**config.mk**
```make
export PLATFORM = sky130hd
export DESIGN_NAME = pal_sweep_capture_flat
export DESIGN_NICKNAME = d
export VERILOG_FILES = /design/src/rtl/pal_sweep_capture_if.sv /design/src/rtl/pal_sweep_capture.sv /design/src/flat_wrapper.sv
export SDC_FILE = /design/constraint.sdc
export NUM_CORES = 1
export LEC_CHECK = 0
export CORE_ASPECT_RATIO = 1.2
export CORE_MARGIN = 5
export CORE_UTILIZATION = 35
export DETAILED_ROUTE_END_ITERATION = 16
export DONT_BUFFER_PORTS = 1
export PLACE_DENSITY = 0.48
export RECOVER_POWER = 25
export SLEW_MARGIN = 40
export SYNTH_ARGS = -nofsm -noshare
export SYNTH_HDL_FRONTEND = slang
export SYNTH_SLANG_ARGS = --single-unit
export TNS_END_PERCENT = 50
```
**constraint.sdc**
```tcl
create_clock -name clk -period 5.03 [get_ports clk]
set_input_delay 1.006 -clock clk [delete_from_list [all_inputs] [get_ports clk]]
set_output_delay 1.006 -clock clk [all_outputs]
set_load 0.005 [all_outputs]
```
**src/rtl/pal_sweep_capture_if.sv**
```systemverilog
// Read-out channel of the PAL sweep/capture stage: one truth-table entry per transfer.
// Handshake: a transfer happens on any rising edge where rd_valid && rd_ready; the master
// holds rd_data stable while rd_valid is high and rd_ready is low, and never drops rd_valid
// until the entry is taken. rd_ready may be driven without looking at rd_valid.
interface pal_sweep_capture_if #(
  parameter int DATA_W = 9
) ();
  logic              rd_valid;
  logic              rd_ready;
  logic [DATA_W-1:0] rd_data;

  modport master (output rd_valid, output rd_data, input rd_ready);
  modport slave  (input rd_valid, input rd_data, output rd_ready);
endinterface

```
**src/rtl/pal_sweep_capture.sv**
```systemverilog
// Sweeps every PAL input vector, holds each for SETTLE_CYCLES, captures the outputs into a
// truth table with an XOR signature, then streams {index, outputs} over a valid/ready channel.
module pal_sweep_capture #(
  parameter int SETTLE_CYCLES = 2,
  parameter int NUM_IN        = 4,
  parameter int NUM_OUT       = 5
) (
  input  logic                clk,
  input  logic                rst,
  input  logic                start,
  output logic                busy,
  output logic                done,
  output logic [NUM_IN-1:0]   pal_in,
  input  logic [NUM_OUT-1:0]  pal_out,
  pal_sweep_capture_if.master rd,
  output logic [NUM_OUT-1:0]  signature,
  output logic [1:0]          state_dbg
);

  typedef enum logic [1:0] {
    IDLE   = 2'd0,
    SETTLE = 2'd1,
    STREAM = 2'd2
  } state_t;

  localparam int                DEPTH    = 2 ** NUM_IN;
  localparam logic [NUM_IN-1:0] LAST_IDX = {NUM_IN{1'b1}};
  localparam logic [7:0]        CNT_LAST = 8'(SETTLE_CYCLES - 1);

  state_t              state;
  logic [NUM_IN-1:0]   idx;
  logic [NUM_IN-1:0]   rd_idx;
  logic [NUM_IN-1:0]   rd_idx_nxt;
  logic [7:0]          cnt;
  logic [NUM_OUT-1:0]  mem [DEPTH];
  logic                sample_en;
  logic                xfer;

  assign sample_en  = (state == SETTLE) && (cnt == CNT_LAST);
  assign xfer       = (state == STREAM) && rd.rd_valid && rd.rd_ready;
  assign rd_idx_nxt = rd_idx + 1'b1;
  assign state_dbg  = state;

  // Table storage survives reset; only the control path is cleared.
  always_ff @(posedge clk) begin
    if (sample_en) mem[idx] <= pal_out;
  end

  always_ff @(posedge clk or posedge rst) begin
    if (rst) begin
      state       <= IDLE;
      pal_in      <= '0;
      idx         <= '0;
      cnt         <= '0;
      rd_idx      <= '0;
      busy        <= 1'b0;
      done        <= 1'b0;
      signature   <= '0;
      rd.rd_valid <= 1'b0;
      rd.rd_data  <= '0;
    end else begin
      done <= 1'b0;
      case (state)
        IDLE: begin
          if (start) begin
            pal_in    <= '0;
            idx       <= '0;
            cnt       <= '0;
            signature <= '0;
            busy      <= 1'b1;
            state     <= SETTLE;
          end
        end
        SETTLE: begin
          if (sample_en) begin
            cnt       <= '0;
            signature <= signature ^ pal_out;
            if (idx != LAST_IDX) begin
              idx    <= idx + 1'b1;
              pal_in <= idx + 1'b1;
            end else begin
              // Entry 0 was captured long before this edge, so it can be presented now.
              state       <= STREAM;
              rd_idx      <= '0;
              rd.rd_valid <= 1'b1;
              rd.rd_data  <= {{NUM_IN{1'b0}}, mem[0]};
            end
          end else begin
            cnt <= cnt + 1'b1;
          end
        end
        STREAM: begin
          if (xfer) begin
            if (rd_idx != LAST_IDX) begin
              rd_idx     <= rd_idx_nxt;
              rd.rd_data <= {rd_idx_nxt, mem[rd_idx_nxt]};
            end else begin
              rd.rd_valid <= 1'b0;
              done        <= 1'b1;
              busy        <= 1'b0;
              state       <= IDLE;
            end
          end
        end
        default: state <= IDLE;
      endcase
    end
  end

endmodule

```
**src/flat_wrapper.sv**
```systemverilog
// flat-port wrapper written by rule: the top's interface ports become plain ports
module pal_sweep_capture_flat 
#(
  parameter int SETTLE_CYCLES = 2,
  parameter int NUM_IN        = 4,
  parameter int NUM_OUT       = 5
)
  (clk, rst, start, busy, done, pal_in, pal_out, signature, state_dbg, rd_rd_valid, rd_rd_data, rd_rd_ready);
  pal_sweep_capture_if #(.DATA_W(9)) rd_i ();
  input  logic clk;
  input  logic rst;
  input  logic start;
  output logic busy;
  output logic done;
  output logic [NUM_IN-1:0] pal_in;
  input  logic [NUM_OUT-1:0] pal_out;
  output logic [NUM_OUT-1:0] signature;
  output logic [1:0] state_dbg;
  output wire logic [$bits(rd_i.rd_valid)-1:0] rd_rd_valid;
  output wire logic [$bits(rd_i.rd_data)-1:0] rd_rd_data;
  input wire logic [$bits(rd_i.rd_ready)-1:0] rd_rd_ready;
  assign rd_rd_valid = rd_i.rd_valid;
  assign rd_rd_data = rd_i.rd_data;
  assign rd_i.rd_ready = rd_rd_ready;
  pal_sweep_capture #(.SETTLE_CYCLES(SETTLE_CYCLES), .NUM_IN(NUM_IN), .NUM_OUT(NUM_OUT)) u_core (.clk(clk), .rst(rst), .start(start), .busy(busy), .done(done), .pal_in(pal_in), .pal_out(pal_out), .rd(rd_i), .signature(signature), .state_dbg(state_dbg));
endmodule
```
==> results of run 1 <==
cells in the final DEF, fill, tap and decap left out, types with 3 or more instances in the layout:
cell / Yosys / layout
dfrtp_1: 31 / 31
and2_1: 13 / 13
a21oi_1: 13 / 13
nor3_1: 5 / 5
nor2_1: 18 / 18
and4_1: 3 / 3
buf_4: 3 / 3
o21ai_0: 20 / 19
ha_1: 7 / 6
a221oi_1: 4 / 4
nand2_1: 24 / 24
xor2_1: 5 / 5
nand4_1: 3 / 3
a211oi_1: 5 / 5
inv_1: 6 / 6
a31oi_1: 7 / 7
mux2i_1: 8 / 8
nor3b_1: 3 / 3
clkbuf_16: 0 / 9
nand3_1: 10 / 10
edfxtp_1: 80 / 80
o22ai_1: 4 / 4
mux4_2: 20 / 20
nand2b_1: 5 / 5
worst max path at each step:
stage	from	endpoint	slack, ns	cells after the start
finish	u_core.cnt[1]	u_core.mem[11][2]	2.34	7
floorplan	u_core.cnt[1]	u_core.mem[10][0]	2.88	7
global route	u_core.rd_idx[0]	u_core.rd.rd_data[2]	2.17	7
CTS	u_core.rd_idx[0]	u_core.rd.rd_data[3]	2.33	7
global placement	u_core.rd_idx[0]	u_core.rd.rd_data[3]	2.10	7
detailed placement	u_core.rd_idx[0]	u_core.rd.rd_data[3]	2.34	7
power groups by stage:
stage               registers [uW]  logic (uW)  clock network (uW)
floorplan                     1170         492                   0
global placement              1210         594                   0
detailed placement            1220         600                   0
CTS                           1200         603                 752
global route                  1210         655                 791
finish                        1190         589                 728
metrics by stage:
step	area [um^2]	worst slack [ns]	hold WS, ns	std cells	total power [uW]
finish	5370	2.34	0.515	514	2510
global route	5370	2.17	0.547	514	2650
CTS	5370	2.33	0.520	514	2550
detailed placement	5070	2.34	0.506	498	1820
global placement	5060	2.10	0.496	498	1810
floorplan	4930	2.88	0.470	341	1660
state kept, by name, indices dropped and copies added (netlist names):
| name | flops |
|---|---|
| u_core.state_dbg | 2 |
| u_core.signature | 5 |
| u_core.pal_in | 4 |
| u_core.cnt | 8 |
| u_core.mem | 80 |
| u_core.rd.rd_data | 6 |
| u_core.rd_idx | 3 |
| u_core.rd.rd_valid | 1 |
| u_core.busy | 1 |
| u_core.done | 1 |
cell usage after synthesis, types with 4 or more instances:
cell / number
a211oi_1: 5
a21oi_1: 13
a221oi_1: 4
a31oi_1: 7
and2_1: 13
buf_2: 4
clkbuf_1: 6
dfrtp_1: 31
edfxtp_1: 80
ha_1: 7
inv_1: 6
mux2i_1: 8
mux4_2: 20
nand2_1: 24
nand2b_1: 5
nand3_1: 10
nor2_1: 18
nor3_1: 5
o21ai_0: 20
o22ai_1: 4
xor2_1: 5
cell families after synthesis:
| kind of cell | Yosys count |
|---|---|
| DFF | 111 |
| muxes | 28 |
| AOI/OAI and AO/OA | 63 |
| adders and majority gates | 7 |
| buffers and inverters | 23 |
| xor gates and xnor gates | 7 |
| and+or+nand+nor | 102 |
per-layer routing:
metal / up-vias / global-route usage (%) / share of wire (%)
met2: 51 / 21.7 / 50
met5: - / 0 / 0
met3: 10 / 3.27 / 3.3
met1: 1403 / 17.9 / 45
met4: 0 / 5.37 / 1.8
li1: 1296 / - / -
layout make-up:
| type | count | share of cell area, % |
|---|---|---|
| Sequential cell | 111 | 59.1 |
| Clock inverter | 7 | 1.49 |
| Clock buffer | 9 | 4.19 |
| Timing Repair Buffer | 3 | 0.419 |
| Inverter | 6 | 0.419 |
| Multi-Input combinational cell | 207 | 30.4 |
| Tap cell | 171 | 3.98 |
worst max-delay path, cell delays in order (launching register included):
cell and delay [ns]:
dfrtp_1 0.42, inv_1 0.07, ha_1 0.16, or4b_4 0.51, nor3_4 0.50, nand2_1 0.12
nor2_1 0.24, and2_1 0.35
==> run_results.csv, run 1 <==
group,metric,value,unit
run,maxCapViolCount,0,
grt,antenna_found_initial,0,
timing,slew_headroom,48.8,%
pwr,pwr-share-clk,29.0,%
detailed_routing,avgViaCountPerCell,5.37,
floorplanning,start_util,35.7,%
yosys,synth-edff-count,80,
layout,seqCellArea,3180,um^2
detailed_routing,first_pass_iters,4,
grt,grt_max_degree,32,
setup_path,worstSetupEndpointType,"flip-flop",
setup_path,cp.arrival,2.72,ns
timing,clock_skew,0.0103,ns
setup_path,worst-path-max-fanout,10,
pwr,intPower,1730,uW
place,portBuffers,0,
setup_path,reg2reg_from,"u_core.cnt[1]",
yosys,yosys_warnings,0,
timing,fin_crit_sh,53.5,%
setup_path,r2r_slack,2.34,ns
setup_path,regToRegEndpoint,"u_core.mem[11][2]",
pwr,p_per_area,467,nW/um^2
layout,fin_util,38.9,%
yosys,ys_seq_area_share,64.5,%
timing,rsz0062_at_grt,"false",
yosys,syn_area_per_cell,14.4,um^2
detailed_routing,wirelength,10800,um
clocking,htreeDepth,3,
yosys,yosysTopAreaCellShare,48.8,%
yosys,synth_flop_cell,"edfxtp_1",
yosys,synth.area.mux_share,10.8,%
yosys,syn_nets,357,
layout,nFillCells,1294,
setup_path,reg2reg_depth,7,
pwr,p_sw,783,uW
layout,nets,354,
status,status,"finished, final reports clean",
timing,worst_pin_slew,0.762,ns
yosys,synth_top_family_by_area,"simple AND/OR/NAND/NOR gates",
detailed_routing,ant_nets,0,
pwr,p_seq_share,47.5,%
timing,fin_crit,2.69,ns
worst_hold_path,holdPathEnd,"u_core.cnt[7]",
layout,multi_input_area,1630,um^2
yosys,synthTopCellsByArea,"edfxtp_1 (49%), dfrtp_1 (16%), mux4_2 (9.1%)",
layout,syn_to_final_growth,9.07,%
detailed_routing,post-route-drc-count,0,
worst_hold_path,hp-class,"flip-flop to flip-flop",
timing,finalHoldViolCount,0,
clocking,cts_hold_buf,0,
setup_path,worst_setup_path_start_kind,"flip-flop",
timing,setup-tns-final,0,ns
detailed_routing,wl_per_cell,20.9,um
floorplanning,die_width,118,um
clocking,cts_setup_buffers,0,
clocking,clock_latency,0.35,ns
place,dpl.hpwl,7430,um
yosys,synth_fa_ha_area_share,1.78,%
pwr,switching_share,31.2,%
yosys,synthArstFlopShare,27.9,%
clocking,cts_inserted_buffers,9,
pwr,p_comb_share,23.5,%
clocking,cts_tree,"done",
floorplanning,core-area,13800,um^2
layout,diodes,0,
pwr,irDropWorstVdd,0.264,mV
detailed_routing,vias,2760,
yosys,synth_xor_area_share,1.24,%
yosys,syn-cell-area,4930,um^2
clocking,root_buffer,"clkbuf_16",
floorplanning,dieArea,16600,um^2
timing,setup_violations,0,
timing,drv_slew,0,
worst_hold_path,hold_start,"u_core.cnt[7]",
detailed_routing,initialDrtViolationCount,286,
clocking,cts.repair.resized,0,
timing,max_freq,371,MHz
yosys,synth-compound-area-share,7.69,%
yosys,postSynthCellCount,341,
worst_hold_path,holdPathStages,1,
floorplanning,num_rows,47,
clocking,cts_buffer_depth,2,
yosys,yosys.area.top_type,"edfxtp_1",
grt,grt_overflow_total,0,
yosys,yosys.area_share.simple,11.5,%
place,place.gp.congestion,0.787,
grt,grt_usage,13.6,%
layout,drive_gt1_share,15.2,%
floorplanning,dieHeight,140,um
yosys,ys_ff_latch,111,
setup_path,crit_required,5.06,ns
clocking,cts_sinks,111,
grt,grt_pass1_wl,17000,um
grt,grt_pass1_vias,2835,
pwr,power.leakage,0.00184,uW
floorplanning,pin_count,32,
yosys,yosysUniqueCellTypes,47,
clocking,cts.clk_slew.worst_paths,0.07,ns
setup_path,critPathKind,"flip-flop to flip-flop",
No activity file was read; power rests on OpenSTA's default activity.
==> run 2, diff against run 1 <==
--- a/config.mk
+++ b/config.mk
@@ -10,7 +10,7 @@
 export CORE_UTILIZATION = 35
 export DETAILED_ROUTE_END_ITERATION = 16
 export DONT_BUFFER_PORTS = 1
-export PLACE_DENSITY = 0.48
+export PLACE_DENSITY = 0.5
 export RECOVER_POWER = 25
 export SLEW_MARGIN = 40
 export SYNTH_ARGS = -nofsm -noshare
==> constraint.sdc (replaced) <==
create_clock -name clk -period 2.3 [get_ports clk]
set_input_delay 0.46 -clock clk [delete_from_list [all_inputs] [get_ports clk]]
set_output_delay 0.46 -clock clk [all_outputs]
set_load 0.005 [all_outputs]
==> run 2 against run 1 <==
  * Wire length is 1.0% higher
  * Non-clock buffer count is 19 higher
  * Power is 120% higher
  * Sequential power is 120% higher
  * Cell area is 3.0% higher
  * Final cell count is 3.7% higher
  * Fmax is 21% higher
  * Critical path type unchanged
  * Largest power group unchanged
==> run_results.csv, run 2 (synthesis results as in run 1) <==
group,metric,value,unit
timing,fin_crit,2.22,ns
clocking,cts_buffer_depth,2,
clocking,cts_tree,"done",
detailed_routing,vias,2853,
detailed_routing,ant_nets,0,
pwr,p_comb_share,26.2,%
detailed_routing,wl_per_cell,20.4,um
clocking,htreeDepth,3,
timing,max_freq,450,MHz
grt,grt_pass1_wl,17600,um
place,portBuffers,0,
setup_path,worst-path-max-fanout,5,
timing,drv_slew,0,
detailed_routing,post-route-drc-count,0,
layout,largest_register_ffs,80,
layout,diodes,0,
clocking,cts_hold_buf,0,
clocking,clock_latency,0.35,ns
clocking,cts_sinks,111,
setup_path,worstSetupEndpointType,"flip-flop",
detailed_routing,avgViaCountPerCell,5.35,
layout,top_register,"u_core.mem",
place,place.gp.congestion,0.737,
floorplanning,pin_count,32,
setup_path,crit_required,2.33,ns
layout,fin_area,5540,um^2
pwr,p_seq_share,46.2,%
floorplanning,dieArea,16600,um^2
setup_path,critPathKind,"flip-flop to flip-flop",
clocking,root_buffer,"clkbuf_16",
grt,grt_max_degree,32,
setup_path,r2r_slack,0.08,ns
worst_hold_path,hp-class,"primary input to async pin",
grt,grt_pass1_vias,3063,
status,status,"finished, final reports clean",
timing,worst_pin_slew,0.575,ns
layout,fin_util,40.1,%
detailed_routing,first_pass_iters,4,
timing,finalHoldViolCount,0,
grt,grt_overflow_total,0,
pwr,p_sw,1700,uW
floorplanning,start_util,35.7,%
floorplanning,dieHeight,140,um
place,dpl.hpwl,7760,um
pwr,power.leakage,0.00194,uW
timing,slew_headroom,61.6,%
clocking,cts_inserted_buffers,9,
setup_path,worst_setup_path_start_kind,"flip-flop",
timing,clock_skew,0.0109,ns
pwr,irDropWorstVdd,0.478,mV
layout,syn_to_final_growth,12.3,%
layout,drive_gt1_share,20.7,%
floorplanning,core-area,13800,um^2
clocking,cts_setup_buffers,0,
floorplanning,num_rows,47,
detailed_routing,initialDrtViolationCount,166,
setup_path,cp.arrival,2.25,ns
place,place_area,5230,um^2
pwr,pwr-share-clk,27.5,%
layout,nFillCells,1255,
layout,final_common_cell,"edfxtp_1",
timing,rsz0062_at_grt,"false",
layout,layout_common_cells,"edfxtp_1 (80), dfrtp_1 (31), nand2_1 (24)",
pwr,p_per_area,1010,nW/um^2
detailed_routing,wirelength,10900,um
pwr,switching_share,30.3,%
pwr,intPower,3890,uW
timing,setup_violations,0,
timing,fin_crit_sh,96.6,%
timing,fin_hold_ws,0.0827,ns
clocking,cts.repair.resized,2,
layout,nets,373,
clocking,cts.clk_slew.worst_paths,0.07,ns
layout,top_regs,"u_core.mem (80), u_core.cnt (8), u_core.rd.rd_data (6)",
grt,grt_usage,13.7,%
floorplanning,die_width,118,um
grt,antenna_found_initial,0,
pwr,total_power,5590,uW
run,maxCapViolCount,0,
timing,setup-tns-final,0,ns
==> run 2: cell types whose count changed in the layout (fill, tap and decap cells not counted), sizes merged <==
| cell | change |
|---|---|
| buf | +19 |
| clkbuf | +2 |
| inv | -2 |
| clkinv | +1 |
| clkinvlp | -1 |
==> run 2: power groups by stage <==
| stage | Clock, uW | Sequential (uW) | Combinational [uW] |
|---|---|---|---|
| finish | 1540 | 2580 | 1460 |
| global route | 1670 | 2610 | 1630 |
| CTS | 1580 | 2590 | 1490 |
| detailed placement | 0 | 2630 | 1480 |
| global placement | 0 | 2630 | 1470 |
| floorplan | 0 | 2550 | 1080 |
==> run 2: area by class of cell <==
type / count / area, um^2 / share of cell area (%)
multi-input combinational: 207 / 1640 / 29.6
timing repair buffer: 22 / 190 / 3.44
sequential: 111 / 3180 / 57.4
inverter: 6 / 22.5 / 0.407
tap: 171 / 214 / 3.87
clock buffer: 11 / 233 / 4.20
clock inverter: 5 / 58.8 / 1.06
==> run 2: final timing paths <==
check	endpoint	start	cells past startpoint
min reg2reg	u_core.busy	u_core.busy	1
min	u_core.rd.rd_data[8]	rst	2
max reg2reg	u_core.mem[6][1]	u_core.cnt[1]	8
max	u_core.mem[6][1]	u_core.cnt[1]	8
min in group clk	u_core.mem[14][3]	pal_out[3]	0
max in group asynchronous	u_core.pal_in[1]	rst	2
==> run 2: critical path, cell delays in order (launching register included) <==
cell	delay [ns]
dfrtp_1	0.38
inv_1	0.06
ha_1	0.15
or4b_4	0.51
nor2_4	0.14
nand2_2	0.07
nor3b_1	0.19
buf_4	0.16
and2_1	0.24
==> run 2: stage by stage <==
stage | instances | worst slack (ns)
CTS | 533 | 0.00297
finish | 533 | 0.0782
floorplan | 341 | 0.154
global route | 533 | 0.000177
detailed placement | 517 | 0.00808
global placement | 517 | 0.0410
==> run 2: per-layer routing <==
metal  vias to the layer above  routed length [um]  track usage (%)
li1                       1339                   -                -
met1                      1451                4640             17.3
met2                        49                5620             23.0
met3                        14                 415             3.31
met4                         0                 201             5.01
met5                         -                   0                0
==> run 3, diff against run 2 <==
--- a/config.mk
+++ b/config.mk
@@ -6,7 +6,6 @@
 export NUM_CORES = 1
 export LEC_CHECK = 0
 export CORE_ASPECT_RATIO = 1.2
-export CORE_MARGIN = 5
 export CORE_UTILIZATION = 35
 export DETAILED_ROUTE_END_ITERATION = 16
 export DONT_BUFFER_PORTS = 1
==> run 3 against run 2 <==
  * First-iteration DRC count increased by 7.8%
  * Critical path depth fell by 2
  * Sequential cell count did not move
  * Sequential power is essentially flat
  * Clock-buffer cell count is 1 lower
  * Die area fell by 12%
  * Wire length shrank 1.2%
  * Utilization up 0.41 points
  * Power grew 0.66%
  * Cell area rose by 0.59%
  * Clock power about the same
  * Register-to-register slack improved by 0.07 ns
  * Largest power group unchanged
==> run_results.csv, run 3 (synthesis results as in run 1) <==
group,metric,value,unit
status,status,"finished, final reports clean",
clocking,htreeDepth,3,
place,place.gp.congestion,0.760,
detailed_routing,initialDrtViolationCount,179,
timing,slew_headroom,70.1,%
pwr,p_per_area,1010,nW/um^2
grt,grt_pass1_wl,17000,um
detailed_routing,met3WireLength,419,um
detailed_routing,post-route-drc-count,0,
detailed_routing,routed.top_layer,"met4",
floorplanning,die_width,110,um
detailed_routing,ant_nets,0,
layout,diodes,0,
detailed_routing,wirelength,10700,um
clocking,cts.repair.resized,0,
layout,top_register,"u_core.mem",
grt,grt_max_degree,32,
layout,nets,378,
place,place_ws,0.0217,ns
timing,fin_crit,2.15,ns
timing,finalHoldViolCount,0,
layout,fin_util,40.5,%
setup_path,worstSetupEndpointType,"flip-flop",
timing,clock_skew,0.00574,ns
grt,antenna_found_initial,0,
setup_path,worst_setup_path_start_kind,"flip-flop",
detailed_routing,wl_per_cell,20.0,um
setup_path,cp.arrival,2.18,ns
setup_path,critPathKind,"flip-flop to flip-flop",
detailed_routing,vias,2885,
timing,fin_hold_ws,0.0823,ns
clocking,cts.clk_slew.worst_paths,0.07,ns
timing,setup-tns-final,0,ns
detailed_routing,m1WireLength,4670,um
timing,drv_slew,0,
pwr,power.leakage,0.00196,uW
pwr,irDropWorstVdd,0.457,mV
floorplanning,dieHeight,132,um
timing,max_freq,466,MHz
worst_hold_path,hp-class,"primary input to async pin",
setup_path,worst-path-max-fanout,9,
floorplanning,core-area,13800,um^2
detailed_routing,avgViaCountPerCell,5.36,
layout,final_common_cell,"edfxtp_1",
clocking,cts_setup_buffers,0,
timing,fin_crit_sh,93.4,%
timing,setup_violations,0,
place,portBuffers,0,
place,dpl.hpwl,7710,um
layout,top_regs,"u_core.mem (80), u_core.cnt (8), u_core.rd.rd_data (6)",
clocking,root_buffer,"clkbuf_16",
layout,largest_register_ffs,80,
timing,setup_ws,0.152,ns
grt,grt_overflow_total,0,
timing,worst_pin_slew,0.442,ns
detailed_routing,wl_met2,5330,um
setup_path,crit_required,2.33,ns
clocking,cts_inserted_buffers,9,
grt,grt_pass1_vias,2920,
floorplanning,num_rows,47,
clocking,cts_sinks,111,
floorplanning,dieArea,14600,um^2
run,maxCapViolCount,0,
layout,drive_gt1_share,22.9,%
floorplanning,start_util,35.8,%
timing,rsz0062_at_grt,"false",
layout,layout_common_cells,"edfxtp_1 (80), dfrtp_1 (31), buf_4 (26), nand2_1 (24)",
floorplanning,pin_count,32,
clocking,cts_hold_buf,0,
layout,syn_to_final_growth,13.0,%
clocking,cts_tree,"done",
detailed_routing,first_pass_iters,4,
clocking,clock_latency,0.35,ns
clocking,cts_buffer_depth,2,
grt,grt_usage,16.1,%
## run 3: layout make-up
| cell class | instances | area [um^2] |
|---|---|---|
| Clock inverter | 6 | 68.8 |
| Tap cell | 171 | 214 |
| Fill cell | 1312 | 8190 |
| Inverter | 6 | 22.5 |
| Multi-Input combinational cell | 207 | 1640 |
| Clock buffer | 10 | 229 |
| Timing Repair Buffer | 27 | 215 |
| Sequential cell | 111 | 3180 |
## run 3: per-stage QoR
step                power (uW)  std cells  instance area [um^2]
global route              5910        538                  5570
global placement          4100        522                  5250
detailed placement        4110        522                  5250
finish                    5620        538                  5570
CTS                       5680        538                  5550
floorplan                 3630        341                  4930
## run 3: critical path: stages (launching register included)
cell and delay, ns:
dfrtp_1 0.38, inv_1 0.05, ha_1 0.14, or4b_4 0.51, nor3_4 0.21, buf_4 0.19, and4_1 0.36
## run 3: metal layers
layer / vias to the layer above / GRT usage (%)
met5: - / 0
met4: 0 / 7.53
li1: 1342 / -
met1: 1465 / 21.7
met3: 19 / 3.41
met2: 59 / 24.6
## run 3: path summary, 6_finish.rpt
check                                    from  slack (ns)                 to  depth (start not counted)
worst min-delay path                      rst        0.08   u_core.rd_idx[2]                          2
worst max-delay path            u_core.cnt[1]        0.15  u_core.mem[12][3]                          6
min in group clk                   pal_out[0]        0.21   u_core.mem[8][0]                          0
max in group asynchronous                 rst        1.90   u_core.pal_in[0]                          2
worst max register to register  u_core.cnt[1]        0.15  u_core.mem[12][3]                          6
worst min register to register  u_core.cnt[7]        0.52      u_core.cnt[7]                          1
## run 3: where the power goes
part	total, uW	switching (uW)	internal [uW]	leakage (uW)
clock	1570	718	854	0.000143
combinational	1470	795	679	0.000713
sequential	2580	200	2380	0.00111
